<file path="src/rtl/pe_array_scheduler.sv">
// pe_array_scheduler: sequences C = A*B over an array of NUM_PE dot-product PEs.
// Walks rows of A and groups of NUM_PE columns of B. Each (row, group) pair
// streams K operand pairs into the PE input FIFOs. It then drains one result
// per active lane into C memory.
module pe_array_scheduler #(
  parameter int NUM_PE = 4,
  parameter int MAX_K  = 16,
  parameter int ADDR_W = 16,
  parameter int DIM_W  = 16
) (
  input  logic                   clk,
  input  logic                   rst,
  input  logic                   start,
  input  logic [DIM_W-1:0]       dim_m,
  input  logic [DIM_W-1:0]       dim_k,
  input  logic [DIM_W-1:0]       dim_n,
  output logic                   busy,
  output logic                   done,
  output logic                   err,
  output logic [ADDR_W-1:0]      a_addr,
  input  logic [31:0]            a_rdata,
  output logic [ADDR_W-1:0]      b_addr,
  input  logic [32*NUM_PE-1:0]   b_rdata,
  output logic                   c_we,
  output logic [ADDR_W-1:0]      c_addr,
  output logic [31:0]            c_wdata,
  output logic [NUM_PE-1:0]      pe_read_in,
  output logic [31:0]            pe_left,
  output logic [32*NUM_PE-1:0]   pe_right,
  output logic [31:0]            pe_length,
  output logic [NUM_PE-1:0]      pe_read_out,
  input  logic [NUM_PE-1:0]      pe_out_empty,
  input  logic [32*NUM_PE-1:0]   pe_output
);

  localparam int FLUSH_LEN = 2 * MAX_K + 8;
  localparam int FC_W      = $clog2(FLUSH_LEN + 1);
  localparam int LANE_W    = (NUM_PE > 1) ? $clog2(NUM_PE) : 1;

  typedef enum logic [2:0] {
    S_FLUSH, S_IDLE, S_FEED, S_WAIT, S_DRAIN, S_NEXT, S_DONE
  } state_t;

  state_t state, state_nx;

  logic [FC_W-1:0]   flush_cnt;
  logic              vld_p1;
  logic [DIM_W-1:0]  m_dim, k_dim, n_dim;
  logic [ADDR_W-1:0] b_stride;
  logic [DIM_W-1:0]  i_cnt, k_cnt;
  logic [DIM_W:0]    col_base;
  logic [ADDR_W-1:0] g_idx;
  logic [ADDR_W-1:0] a_base, c_base;
  logic [LANE_W-1:0] lane;

  logic              dims_bad, last_k, last_row, last_grp, lane_last, all_ready;
  logic [NUM_PE-1:0] act_mask;
  logic [ADDR_W-1:0] k_step, n_step;

  // Number of column groups: ceil(n / NUM_PE), used as the B address stride per k
  function automatic logic [ADDR_W-1:0] groups_of(input logic [DIM_W-1:0] n);
    logic [DIM_W:0] s;
    s = {1'b0, n} + (DIM_W+1)'(NUM_PE - 1);
    return ADDR_W'(s / (DIM_W+1)'(NUM_PE));
  endfunction

  // Decode of dimension legality, loop ends and the active-lane mask of the current group
  always_comb begin
    dims_bad  = (dim_k == '0) || (dim_m == '0) || (dim_n == '0) ||
                (32'(dim_k) > 32'(MAX_K));
    last_k    = (k_cnt == k_dim - DIM_W'(1));
    last_row  = (i_cnt == m_dim - DIM_W'(1));
    last_grp  = (col_base + (DIM_W+1)'(NUM_PE)) >= {1'b0, n_dim};
    lane_last = (lane == LANE_W'(NUM_PE - 1)) ||
                ((col_base + (DIM_W+1)'(lane) + (DIM_W+1)'(1)) >= {1'b0, n_dim});
    k_step    = ADDR_W'(k_dim);
    n_step    = ADDR_W'(n_dim);
    act_mask  = '0;
    for (int p = 0; p < NUM_PE; p++) begin
      act_mask[p] = (col_base + (DIM_W+1)'(p)) < {1'b0, n_dim};
    end
    // Wait for the final push to land before trusting the empty flags
    all_ready = (((~pe_out_empty) & act_mask) == act_mask) && !vld_p1;
  end

  // State register
  always_ff @(posedge clk) begin
    if (rst) state <= S_FLUSH;
    else     state <= state_nx;
  end

  // Next-state logic
  always_comb begin
    state_nx = state;
    unique case (state)
      S_FLUSH: if (flush_cnt == FC_W'(FLUSH_LEN - 1)) state_nx = S_IDLE;
      S_IDLE:  if (start && !dims_bad) state_nx = S_FEED;
      S_FEED:  if (last_k) state_nx = S_WAIT;
      S_WAIT:  if (all_ready) state_nx = S_DRAIN;
      S_DRAIN: if (lane_last) state_nx = S_NEXT;
      S_NEXT:  state_nx = (last_grp && last_row) ? S_DONE : S_FEED;
      S_DONE:  state_nx = S_IDLE;
      default: state_nx = S_FLUSH;
    endcase
  end

  // Control registers: flush timer, push valid, sticky error flag
  always_ff @(posedge clk) begin
    if (rst) begin
      flush_cnt <= '0;
      vld_p1    <= 1'b0;
      err       <= 1'b0;
    end else begin
      flush_cnt <= (state == S_FLUSH) ? flush_cnt + FC_W'(1) : '0;
      vld_p1    <= (state == S_FEED);
      if (state == S_IDLE && start) err <= dims_bad;
    end
  end

  // Address walkers, loop counters and latched dimensions
  always_ff @(posedge clk) begin
    if (rst) begin
      a_addr    <= '0;
      b_addr    <= '0;
      pe_length <= '0;
    end else begin
      unique case (state)
        S_IDLE: if (start && !dims_bad) begin
          m_dim     <= dim_m;
          k_dim     <= dim_k;
          n_dim     <= dim_n;
          b_stride  <= groups_of(dim_n);
          pe_length <= 32'(dim_k);
          i_cnt     <= '0;
          k_cnt     <= '0;
          col_base  <= '0;
          g_idx     <= '0;
          a_base    <= '0;
          c_base    <= '0;
          a_addr    <= '0;
          b_addr    <= '0;
          lane      <= '0;
        end
        S_FEED: begin
          if (last_k) begin
            k_cnt <= '0;
          end else begin
            k_cnt  <= k_cnt + DIM_W'(1);
            a_addr <= a_addr + ADDR_W'(1);
            b_addr <= b_addr + b_stride;
          end
        end
        S_DRAIN: lane <= lane_last ? '0 : lane + LANE_W'(1);
        S_NEXT: begin
          if (last_grp) begin
            col_base <= '0;
            g_idx    <= '0;
            i_cnt    <= i_cnt + DIM_W'(1);
            a_base   <= a_base + k_step;
            c_base   <= c_base + n_step;
            a_addr   <= a_base + k_step;
            b_addr   <= '0;
          end else begin
            col_base <= col_base + (DIM_W+1)'(NUM_PE);
            g_idx    <= g_idx + ADDR_W'(1);
            a_addr   <= a_base;
            b_addr   <= g_idx + ADDR_W'(1);
          end
        end
        default: ;
      endcase
    end
  end

  // Output decode: push stage p1 carries memory read data; drain/flush drive pops
  always_comb begin
    busy        = (state == S_FEED) || (state == S_WAIT) ||
                  (state == S_DRAIN) || (state == S_NEXT);
    done        = (state == S_DONE);
    c_we        = 1'b0;
    c_addr      = '0;
    c_wdata     = '0;
    pe_read_out = '0;
    pe_read_in  = vld_p1 ? act_mask : '0;
    pe_left     = vld_p1 ? a_rdata : '0;
    pe_right    = vld_p1 ? b_rdata : '0;
    if (state == S_DRAIN) begin
      c_we        = 1'b1;
      c_addr      = c_base + ADDR_W'(col_base) + ADDR_W'(lane);
      c_wdata     = pe_output[32*lane +: 32];
      pe_read_out = NUM_PE'(1) << lane;
    end else if (state == S_FLUSH && flush_cnt != '0) begin
      // First flush cycle is quiet so every output reads zero right after reset
      pe_read_out = ~pe_out_empty;
    end
  end

endmodule
</file>
<file path="config.mk">
export PLATFORM = sky130hd
export DESIGN_NAME = pe_array_scheduler
export DESIGN_NICKNAME = d
export VERILOG_FILES = /design/src/rtl/pe_array_scheduler.sv
export SDC_FILE = /design/constraint.sdc
export NUM_CORES = 1
export LEC_CHECK = 0
export CAP_MARGIN = 30
export CORE_AREA = 10 10 238 240
export CTS_BUF_LIST = sky130_fd_sc_hd__clkbuf_16
export DETAILED_ROUTE_END_ITERATION = 8
export DIE_AREA = 0 0 248 250
export GPL_TIMING_DRIVEN = 0
export SYNTH_ARGS = -nofsm -noshare
export SYNTH_HDL_FRONTEND = slang
export SYNTH_SLANG_ARGS = --single-unit
</file>
<file path="constraint.sdc">
create_clock -name clk -period 9.1 [get_ports clk]
set_input_delay 2.73 -clock clk [delete_from_list [all_inputs] [get_ports clk]]
set_output_delay 2.73 -clock clk [all_outputs]
set_load 0.1 [all_outputs]
</file>
==> flow_summary.yaml <==
cts:
  numCtsBuffers: 26
  cts.sinks: 219
  cts_resized: 0
  insertion_delay_ns: 0.57
  cts_root_buf: "clkbuf_16"
  clockBufferDepth: 3
  cts_setup_buffers: 0
  clk_pin_slew_ns: 0.06
  postCtsHoldBufs: 0
  cts_tree: "built"
  htree_levels: 1
timing:
  hold_ws_ns: 0.480
  maxSlewHeadroom: 0.305
  min_period_ns: 7.71
  fin_ws_ns: 1.39
  fin_skew_ns: 0.0323
  timing.fmax_mhz: 130
  rsz0062_at_grt: "false"
  setup_viol: 0
  final.period_utilization: 0.847
  worst_pin_slew_ns: 1.04
  slew_violations: 0
  setup_tns_ns: 0
  hold_violations: 0
floorplanning:
  die_h_um: 250
  core_area_mm2: 0.0520
  die_w_um: 248
  ios: 627
  dieArea_mm2: 0.0620
  rows: 84
  initial_utilization: 0.323
yosys:
  yosys.area.top_type_share: 0.286
  synth.most_common_cell: "and2_1"
  yosys_warnings: 0
  ys_ff_latch: 219
  syn_area_mm2: 0.0168
  synth_top_cell_by_area: "edfxtp_1"
  async_reset_ff_frac: 0
  synth_commonest_cells: "and2_1, nor2_1, edfxtp_1"
  synth_cells: 1789
  synth.area.top_cells: "edfxtp_1, ha_1, and2_1"
  synth_edf_count: 160
  synth_cell_types: 80
  dominantRegCellSynth: "edfxtp_1"
  avgSynthCellArea_um2: 9.39
  synth_seq_area_share: 0.356
detailed_routing:
  via_per_inst: 5.43
  first_iter_violations: 1885
  wl_per_cell_um: 30.9
  first_pass_iters: 6
  wl_um: 101000
  drc: 0
  num_vias: 17700
  antenna_left: 0
grt:
  grt_max_degree: 33
  antenna_found_initial: 34
  grt_pass1_vias: 17000
  track_usage: 0.310
  overflow: 0
  grt_pass1_wl_um: 136000
final_layout:
  fill_cells: 4630
  synthToLayoutAreaGrowth_pct: 64.1
  drive_gt1_frac: 0.0923
  fin_nets: 3026
critical_path:
  arrival_ns: 4.98
  worstPathMaxFanout: 1
  startpoint_type: "input pin"
  cp.required_ns: 6.37
  crit_type: "in -> out"
  endpoint_kind: "output pin"
power_and_ir_drop:
  power_mw: 2.41
  pwr_density_cell_mw_per_mm2: 87.5
  p_leak_nw: 10.6
  peakVddDrop_uv: 135
run_status:
  status: "finished clean"
job:
  maxCapViolCount: 0
min_path:
  hold_path.class: "reg -> reg"
placed_design:
  port_buffers: 609
  hpwlAfterDp_um: 87000
  gp_congestion: 0.988
  dp_slack_ns: 1.39
-- path summary, 6_finish.rpt --
path | to | slack [ns] | from | depth (start not counted)
hold / removal | pe_length[14] | 0.48 | pe_length[14] | 1
setup reg to reg | state[0] | 4.51 | lane[0] | 15
hold reg to reg | pe_length[14] | 0.48 | pe_length[14] | 1
setup / recovery | c_wdata[0] | 1.39 | pe_output[0] | 4
-- layout by cell type, fill, tap and decap left out, types with 22 or more instances in the layout --
cell type        count
dfxtp_1             59
nor2_1             190
mux4_2              32
nand4_1             22
nor4_1              23
edfxtp_1           160
and2_1             219
a211oi_1            28
nand2_1             79
xor2_1              84
a21oi_1             78
xnor2_1             88
nor3_1              57
and3_1              36
inv_1               57
nand3_1             52
clkbuf_16           26
clkbuf_1            54
o21ai_0             59
clkdlybuf4s50_1    609
buf_16             100
ha_1               131
-- where the power goes --
| part | switching, mW | internal, mW |
|---|---|---|
| Sequential | 0.00155 | 1.06 |
| Combinational | 0.104 | 0.152 |
| Clock | 0.456 | 0.636 |
-- per-layer routing --
layer	global-route usage	wire length, um	vias up
met4	0.0683	1890	20
met3	0.120	13400	105
met1	0.420	42400	8647
met5	0	134	-
met2	0.456	42800	990
li1	-	-	7959
-- critical path, stage by stage --
cell,delay [ns]
clkdlybuf4s50_1,0.53
mux4_2,0.25
and2_1,0.26
clkdlybuf4s50_1,1.20
-- logic make-up (layout without fill, tap and decap cells) --
kind of cell	Yosys count	after routing	synth area share
other	1	23	0.000223
DFF	219	219	0.356
muxes	50	50	0.0537
buffers and inverters	149	912	0.0384
xor gates and xnor gates	172	172	0.0897
adders and majority gates	135	135	0.102
AOI/OAI and AO/OA	301	301	0.118
and+or+nand+nor	762	762	0.241
-- stage by stage --
stage	std cells	utilization	cell area, um^2
6_report	3262	0.530	27600
5_1_grt	3261	0.530	27600
4_1_cts	3255	0.529	27500
3_5_place_dp	3207	0.512	26600
3_3_place_gp	3102	0.458	23800
2_1_floorplan	1805	-	16900
-- flip-flops by register name, indices dropped and copies added, names as in the netlist, 15 cells and up --
signal / cells
a_addr: 16
pe_length: 16
col_base: 15
k_dim: 16
m_dim: 16
k_cnt: 16
c_base: 16
i_cnt: 16
g_idx: 16
b_addr: 16
b_stride: 15
n_dim: 16
a_base: 16
-- area by class of cell --
type | instances | area (um^2) | share of cell area
Multi-Input combinational cell | 1437 | 10200 | 0.372
Timing Repair Buffer | 715 | 8930 | 0.324
Sequential cell | 219 | 5990 | 0.217
Tap cell | 688 | 861 | 0.0312
Clock buffer | 26 | 651 | 0.0236
Buffer | 94 | 439 | 0.0159
Clock inverter | 22 | 229 | 0.00831
Inverter | 55 | 206 | 0.00749
Antenna cell | 6 | 15.0 | 0.000545
(Power assumes the default switching activity.)
